===== config.mk =====
export PLATFORM = sky130hd
export DESIGN_NAME = nested_read_port_flat
export DESIGN_NICKNAME = d
export VERILOG_FILES = /design/src/rtl/nested_read_port_if.sv /design/src/rtl/nested_read_port.sv /design/src/flat_wrapper.sv
export SDC_FILE = /design/constraint.sdc
export NUM_CORES = 1
export LEC_CHECK = 0
export BUFFER_PORTS_ARGS = -buffer_cell sky130_fd_sc_hd__buf_2
export CAP_MARGIN = 25
export CORE_ASPECT_RATIO = 1.1
export CORE_UTILIZATION = 59
export DETAILED_ROUTE_END_ITERATION = 7
export PLACE_DENSITY = 0.81
export SLEW_MARGIN = 20
export SYNTH_ARGS = -nofsm -noshare
export SYNTH_HDL_FRONTEND = slang
export SYNTH_SLANG_ARGS = --single-unit

===== constraint.sdc =====
create_clock -name clk -period 5.7 [get_ports clk]
set_input_delay 0.57 -clock clk [delete_from_list [all_inputs] [get_ports clk]]
set_output_delay 0.57 -clock clk [all_outputs]
set_load 0.03 [all_outputs]

===== src/rtl/nested_read_port_if.sv =====
`default_nettype none
// ============================================================================
// Module  : nested_read_port_if
// Purpose : Config, SRAM read and output stream bundle for nested_read_port.
// Rev     : 1.0  initial release
// ============================================================================
interface nested_read_port_if #(
  parameter int ADDR_W = 16,
  parameter int DATA_W = 16
);
  logic              start;
  logic [ADDR_W-1:0] offset;
  logic [15:0]       x_max;
  logic [15:0]       y_max;
  logic [ADDR_W-1:0] x_stride;
  logic [ADDR_W-1:0] y_stride_op;
  logic              busy;
  logic              done;
  logic              mem_rd_en;
  logic [ADDR_W-1:0] mem_addr;
  logic [DATA_W-1:0] mem_rd_data;
  logic              out_valid;
  logic [DATA_W-1:0] out_data;
  logic              out_last;
  logic              out_ready;

  modport master (
    output start, offset, x_max, y_max, x_stride, y_stride_op, mem_rd_data, out_ready,
    input  busy, done, mem_rd_en, mem_addr, out_valid, out_data, out_last
  );

  modport slave (
    input  start, offset, x_max, y_max, x_stride, y_stride_op, mem_rd_data, out_ready,
    output busy, done, mem_rd_en, mem_addr, out_valid, out_data, out_last
  );
endinterface
`default_nettype wire


===== src/rtl/nested_read_port.sv =====
`default_nettype none
// ============================================================================
// Module  : nested_read_port
// Purpose : 2-D affine SRAM read walker with credit-throttled FWFT output FIFO.
// Rev     : 1.0  initial release
// ============================================================================
module nested_read_port #(
  parameter int ADDR_W     = 16,
  parameter int DATA_W     = 16,
  parameter int FIFO_DEPTH = 4
) (
  input  logic               clk,
  input  logic               rst,
  nested_read_port_if.slave  bus
);
  localparam int                 c_ptr_w   = $clog2(FIFO_DEPTH);
  localparam logic [1:0]         c_idle    = 2'd0;
  localparam logic [1:0]         c_run     = 2'd1;
  localparam logic [1:0]         c_drain   = 2'd2;
  localparam logic [c_ptr_w+1:0] c_depth   = (c_ptr_w+2)'(FIFO_DEPTH);
  localparam logic [c_ptr_w:0]   c_cnt_one = (c_ptr_w+1)'(1);
  localparam logic [c_ptr_w-1:0] c_ptr_one = c_ptr_w'(1);

  logic [1:0]             r_state;
  logic [ADDR_W-1:0]      r_offset, r_x_stride, r_y_stride_op, r_acc;
  logic [15:0]            r_x_max, r_y_max, r_xc, r_yc;
  logic                   r_inflight, r_inflight_last, r_done;
  logic [DATA_W-1:0]      r_fifo_data [FIFO_DEPTH];
  logic [FIFO_DEPTH-1:0]  r_fifo_last;
  logic [c_ptr_w-1:0]     r_wr_ptr, r_rd_ptr;
  logic [c_ptr_w:0]       r_count;

  logic                   w_issue, w_push, w_pop, w_valid;
  logic                   w_x_end, w_y_end, w_zero;
  logic [c_ptr_w+1:0]     w_credit_used;

  // Only the registered count is credited, so a same-cycle pop never lets a read slip in early.
  assign w_credit_used = {1'b0, r_count} + (c_ptr_w+2)'(r_inflight);
  assign w_issue       = (r_state == c_run) && (w_credit_used < c_depth);
  assign w_x_end       = (r_xc == r_x_max - 16'd1);
  assign w_y_end       = (r_yc == r_y_max - 16'd1);
  assign w_zero        = (bus.x_max == 16'd0) || (bus.y_max == 16'd0);
  assign w_valid       = (r_count != '0);
  assign w_push        = r_inflight;
  assign w_pop         = w_valid && bus.out_ready;

  always_ff @(posedge clk) begin
    if (rst) begin
      r_state         <= c_idle;
      r_offset        <= '0;
      r_x_stride      <= '0;
      r_y_stride_op   <= '0;
      r_acc           <= '0;
      r_x_max         <= '0;
      r_y_max         <= '0;
      r_xc            <= '0;
      r_yc            <= '0;
      r_inflight      <= 1'b0;
      r_inflight_last <= 1'b0;
      r_done          <= 1'b0;
    end else begin
      r_done          <= 1'b0;
      r_inflight      <= w_issue;
      r_inflight_last <= w_issue && w_x_end && w_y_end;
      case (r_state)
        c_idle: begin
          if (bus.start) begin
            r_offset      <= bus.offset;
            r_x_max       <= bus.x_max;
            r_y_max       <= bus.y_max;
            r_x_stride    <= bus.x_stride;
            r_y_stride_op <= bus.y_stride_op;
            r_xc          <= '0;
            r_yc          <= '0;
            r_acc         <= '0;
            if (w_zero) r_done  <= 1'b1;
            else        r_state <= c_run;
          end
        end
        c_run: begin
          if (w_issue) begin
            if (w_x_end && w_y_end) begin
              r_state <= c_drain;
            end else if (w_x_end) begin
              r_xc  <= '0;
              r_yc  <= r_yc + 16'd1;
              r_acc <= r_acc + r_y_stride_op;
            end else begin
              r_xc  <= r_xc + 16'd1;
              r_acc <= r_acc + r_x_stride;
            end
          end
        end
        c_drain: begin
          if (w_pop && r_fifo_last[r_rd_ptr]) begin
            r_state <= c_idle;
            r_done  <= 1'b1;
          end
        end
        default: r_state <= c_idle;
      endcase
    end
  end

  always_ff @(posedge clk) begin
    if (rst) begin
      r_wr_ptr <= '0;
      r_rd_ptr <= '0;
      r_count  <= '0;
    end else begin
      if (w_push) r_wr_ptr <= r_wr_ptr + c_ptr_one;
      if (w_pop)  r_rd_ptr <= r_rd_ptr + c_ptr_one;
      case ({w_push, w_pop})
        2'b10:   r_count <= r_count + c_cnt_one;
        2'b01:   r_count <= r_count - c_cnt_one;
        default: r_count <= r_count;
      endcase
    end
  end

  // Storage needs no reset: outputs are masked while the FIFO is empty.
  always_ff @(posedge clk) begin
    if (w_push) begin
      r_fifo_data[r_wr_ptr] <= bus.mem_rd_data;
      r_fifo_last[r_wr_ptr] <= r_inflight_last;
    end
  end

  assign bus.busy      = (r_state != c_idle);
  assign bus.done      = r_done;
  assign bus.mem_rd_en = w_issue;
  assign bus.mem_addr  = r_offset + r_acc;
  assign bus.out_valid = w_valid;
  assign bus.out_data  = w_valid ? r_fifo_data[r_rd_ptr] : '0;
  assign bus.out_last  = w_valid & r_fifo_last[r_rd_ptr];
endmodule
`default_nettype wire


===== src/flat_wrapper.sv =====
// flat-port wrapper written by rule: the top's interface ports become plain ports
module nested_read_port_flat 
#(
  parameter int ADDR_W     = 16,
  parameter int DATA_W     = 16,
  parameter int FIFO_DEPTH = 4
)
  (clk, rst, bus_start, bus_offset, bus_x_max, bus_y_max, bus_x_stride, bus_y_stride_op, bus_mem_rd_data, bus_out_ready, bus_busy, bus_done, bus_mem_rd_en, bus_mem_addr, bus_out_valid, bus_out_data, bus_out_last);
  nested_read_port_if #(.ADDR_W(ADDR_W), .DATA_W(DATA_W)) bus_i ();
  input  logic clk;
  input  logic rst;
  input wire logic [$bits(bus_i.start)-1:0] bus_start;
  input wire logic [$bits(bus_i.offset)-1:0] bus_offset;
  input wire logic [$bits(bus_i.x_max)-1:0] bus_x_max;
  input wire logic [$bits(bus_i.y_max)-1:0] bus_y_max;
  input wire logic [$bits(bus_i.x_stride)-1:0] bus_x_stride;
  input wire logic [$bits(bus_i.y_stride_op)-1:0] bus_y_stride_op;
  input wire logic [$bits(bus_i.mem_rd_data)-1:0] bus_mem_rd_data;
  input wire logic [$bits(bus_i.out_ready)-1:0] bus_out_ready;
  output wire logic [$bits(bus_i.busy)-1:0] bus_busy;
  output wire logic [$bits(bus_i.done)-1:0] bus_done;
  output wire logic [$bits(bus_i.mem_rd_en)-1:0] bus_mem_rd_en;
  output wire logic [$bits(bus_i.mem_addr)-1:0] bus_mem_addr;
  output wire logic [$bits(bus_i.out_valid)-1:0] bus_out_valid;
  output wire logic [$bits(bus_i.out_data)-1:0] bus_out_data;
  output wire logic [$bits(bus_i.out_last)-1:0] bus_out_last;
  assign bus_i.start = bus_start;
  assign bus_i.offset = bus_offset;
  assign bus_i.x_max = bus_x_max;
  assign bus_i.y_max = bus_y_max;
  assign bus_i.x_stride = bus_x_stride;
  assign bus_i.y_stride_op = bus_y_stride_op;
  assign bus_i.mem_rd_data = bus_mem_rd_data;
  assign bus_i.out_ready = bus_out_ready;
  assign bus_busy = bus_i.busy;
  assign bus_done = bus_i.done;
  assign bus_mem_rd_en = bus_i.mem_rd_en;
  assign bus_mem_addr = bus_i.mem_addr;
  assign bus_out_valid = bus_i.out_valid;
  assign bus_out_data = bus_i.out_data;
  assign bus_out_last = bus_i.out_last;
  nested_read_port #(.ADDR_W(ADDR_W), .DATA_W(DATA_W), .FIFO_DEPTH(FIFO_DEPTH)) u_core (.clk(clk), .rst(rst), .bus(bus_i));
endmodule

==> impl_metrics.py <==
metrics = {
    "route": {
        "wire_per_inst_um": 16.40,
        "vias_per_cell": 5.925,
        "vias": 9456,
        "ant_nets": 0,
        "firstDrtPassIters": 5,
        "routed_wl_um": 26170,
        "first_iter_violations": 537,
        "drcViolationCount": 0,
    },
    "worst_setup_path": {
        "setup.worst_path.start_class": "flip-flop",
        "crit_fanout": 21,
        "path_class": "reg2reg",
        "cp_slowest_cell": "or4b_1",
        "cp_cell_sequence": "inv_1, ha_1, or4b_4, or4b_1, a211o_1, nand3_1, and3_2, and2_4, nand2_1, nand2_1, ha_1, inv_1, fa_1, nand3b_1, a21oi_1, o211ai_1, a31oi_1, a211o_1, a21oi_1, xnor2_1, a32oi_1, nor2_1",
        "critPathArrivalTime_ns": 5.42,
        "cp_slowest_stage_delay_ns": 0.51,
        "setup.worst_path.end": "u_core.r_acc[14]$_SDFFE_PP0P_",
        "r2r-start": "u_core.r_x_max[0]$_SDFFE_PP0P_",
        "startpoint": "u_core.r_x_max[0]$_SDFFE_PP0P_",
        "endpoint_kind": "flip-flop",
        "r2r_setup_slack_ns": 0.65,
        "crit_required_ns": 6.07,
        "r2r_cells": 22,
        "worstReg2RegEnd": "u_core.r_acc[14]$_SDFFE_PP0P_",
    },
    "placed_design": {
        "dp_hpwl_um": 18590,
        "gp_congestion": 0.8936,
        "port_buffers": 136,
    },
    "global_route": {
        "grt_max_degree": 77,
        "overflow": 0,
        "antenna_found_initial": 0,
        "grt_use_total": 0.2714,
        "grt_pass1_vias": 8957,
        "grt_first_pass_wirelength_um": 42910,
    },
    "sta": {
        "grt_setup_unrepaired": "false",
        "period_share": 0.8854,
        "setup_viol": 0,
        "tightest_slew_ns": 1.028,
        "drv_slew": 0,
        "period_needed_ns": 5.047,
        "fin_skew_ns": 0.02131,
        "fmax_ghz": 0.1982,
        "setup_tns_ns": 0,
        "relSlewSlack": 0.3087,
        "finalHoldViolations": 0,
    },
    "power_and_ir_drop": {
        "power.density_nw_per_um2": 305.9,
        "seqPwrFrac": 0.440,
        "switching_share": 0.3067,
        "p_leak_uw": 0.004898,
        "clkPwrFrac": 0.338,
        "switchingPower_uw": 1173,
        "ir_worst_vdd_mv": 0.2199,
        "p_int_uw": 2652,
        "p_comb_frac": 0.222,
    },
    "floorplan": {
        "io-pin-count": 137,
        "start_util": 0.6045,
        "core_area_um2": 18410,
        "dieArea_um2": 19420,
        "die_h_um": 146.1,
        "dieWidth_um": 133.0,
        "row_count": 52,
    },
    "synth": {
        "syn-num-nets": 1382,
        "synth_cell_types": 84,
        "synth_common_cells": "nand2_1 (274), dfxtp_1 (142), a21oi_1 (131)",
        "yosysTopAreaCell": "dfxtp_1",
        "syn_avg_cell_area_um2": 8.991,
        "synth_seq_cells": 210,
        "ys_warn_count": 0,
        "synth_ff_type": "dfxtp_1",
        "syn_area_um2": 11130,
        "yosysMostFrequentCell": "nand2_1",
        "netlist_top_cells_area": "dfxtp_1 (26%), edfxtp_1 (18%), nand2_1 (9.2%)",
        "ys_seq_area_frac": 0.4388,
        "ys_async_sr_fraction": 0,
        "synth.top_cell.area_share": 0.2554,
        "synth_enable_flop_cells": 68,
        "synth_cells": 1238,
    },
    "final_layout": {
        "fill_cells": 1487,
        "regArea_um2": 4885,
        "drive_above_1_share": 0.1641,
        "insertedDiodeCount": 0,
        "multi_input_area_um2": 5808,
        "post-route-util": 0.6792,
        "area_delta_synth_final_pct": 12.35,
        "fin_nets": 1482,
    },
    "cts": {
        "post_cts_buffers": 0,
        "cts-hold-fix-buffers": 0,
        "cts_sinks": 210,
        "cts_buffers": 21,
        "cts_buffer_depth": 3,
        "cts_root_buf": "clkbuf_16",
        "clock_latency_ns": 0.50,
        "path_clk_slew_ns": 0.07,
        "cts-resized-gates": 0,
        "cts_tree": "done",
        "htreeDepth": 1,
    },
    "status": {
        "status": "complete, no violations",
    },
    "min_path": {
        "hold_path_class": "in2reg",
    },
    "job": {
        "maxCapViolCount": 0,
    },
}
[metal layers]
metal,vias up,track usage,routed length (µm)
met1,4468,0.3243,10660
met4,0,0.1178,946
met3,62,0.02986,1292
li1,4621,-,-
met5,-,0,0
met2,305,0.4906,13280
[flip-flops by register name, summed over array words and instances, names as in the netlist, 2 cells and up, named ones only]
signal,cells
u_core.r_fifo_data,64
u_core.r_acc,16
u_core.r_offset,16
u_core.r_x_max,16
u_core.r_x_stride,16
u_core.r_xc,16
u_core.r_y_max,16
u_core.r_y_stride_op,16
u_core.r_yc,16
u_core.r_fifo_last,4
u_core.r_count,3
u_core.r_rd_ptr,2
u_core.r_state,2
u_core.r_wr_ptr,2
[metrics by stage]
stage	area, µm²	std cells	hold slack [ns]	total power (µW)	worst slack [ns]
after global placement	11840	1556	0.4434	2525	0.7990
final	12510	1596	0.2896	3825	0.6533
after detailed placement	11860	1558	0.4491	2564	0.7124
after floorplan	11130	1238	0.4366	2336	1.099
after global routing	12510	1596	0.2731	3989	0.2149
after CTS	12510	1596	0.2685	3848	0.6595
[how the worst min path moves through the flow]
stage	end	slack (ns)	from	depth (start not counted)
after floorplan	u_core.r_x_stride[0]$_SDFFE_PP0P_	0.44	u_core.r_x_stride[0]$_SDFFE_PP0P_	2
after global placement	u_core.r_x_stride[6]$_SDFFE_PP0P_	0.44	u_core.r_x_stride[6]$_SDFFE_PP0P_	2
after detailed placement	u_core.r_x_stride[4]$_SDFFE_PP0P_	0.45	u_core.r_x_stride[4]$_SDFFE_PP0P_	2
after CTS	u_core.r_fifo_data[3][6]$_DFFE_PP_	0.27	bus_mem_rd_data[6]	1
after global routing	u_core.r_fifo_data[2][14]$_DFFE_PP_	0.27	bus_mem_rd_data[14]	1
final	u_core.r_fifo_data[1][7]$_DFFE_PP_	0.29	bus_mem_rd_data[7]	1
[power by group through the flow]
stage / Sequential [µW] / Clock, µW / Combinational [µW]
3_5_place_dp: 1710 / 0 / 850
5_1_grt: 1690 / 1370 / 927
6_report: 1680 / 1290 / 851
4_1_cts: 1680 / 1310 / 853
3_3_place_gp: 1730 / 0 / 797
2_1_floorplan: 1680 / 0 / 661
[critical path, delay by kind of cell, from the launching register on]
family / cells / cell delay, ns
AO/OA/AOI/OAI: 7 / 1.33
buffers and inverters: 2 / 0.14
AND/OR/NAND/NOR: 9 / 2.13
adder cells (fa/ha/maj): 3 / 0.79
XOR/XNOR: 1 / 0.13
flip-flops: 1 / 0.36
[kinds of logic after synthesis]
logic type               Yosys count  synth area share
XOR/XNOR                          64           0.05036
multiplexers                      27           0.04350
AND/OR/NAND/NOR                  549            0.2376
flip-flops                       210            0.4388
buffers and inverters             99           0.03968
AO/OA/AOI/OAI                    245            0.1385
adder cells (fa/ha/maj)           44           0.05148
[placed cells by master (no fill, tap or decap), drive strengths merged, types with 20 or more instances in the layout]
master / n
nor3: 21
ha: 41
buf: 143
or3: 20
nand2: 275
nand3: 43
o21ai: 21
inv: 34
a21oi: 136
clkbuf: 26
nor2: 58
nor4: 25
dfxtp: 142
and2: 24
xnor2: 42
xor2: 22
edfxtp: 68
[area by class of cell]
type                       count  area share
clock inverter                12    0.005403
multi-input combinational    929      0.4644
inverter                      33    0.009905
tap                          243     0.02431
timing repair buffer         143     0.05943
sequential                   210      0.3906
clock buffer                  26     0.04592
(Power assumes the default switching activity.)
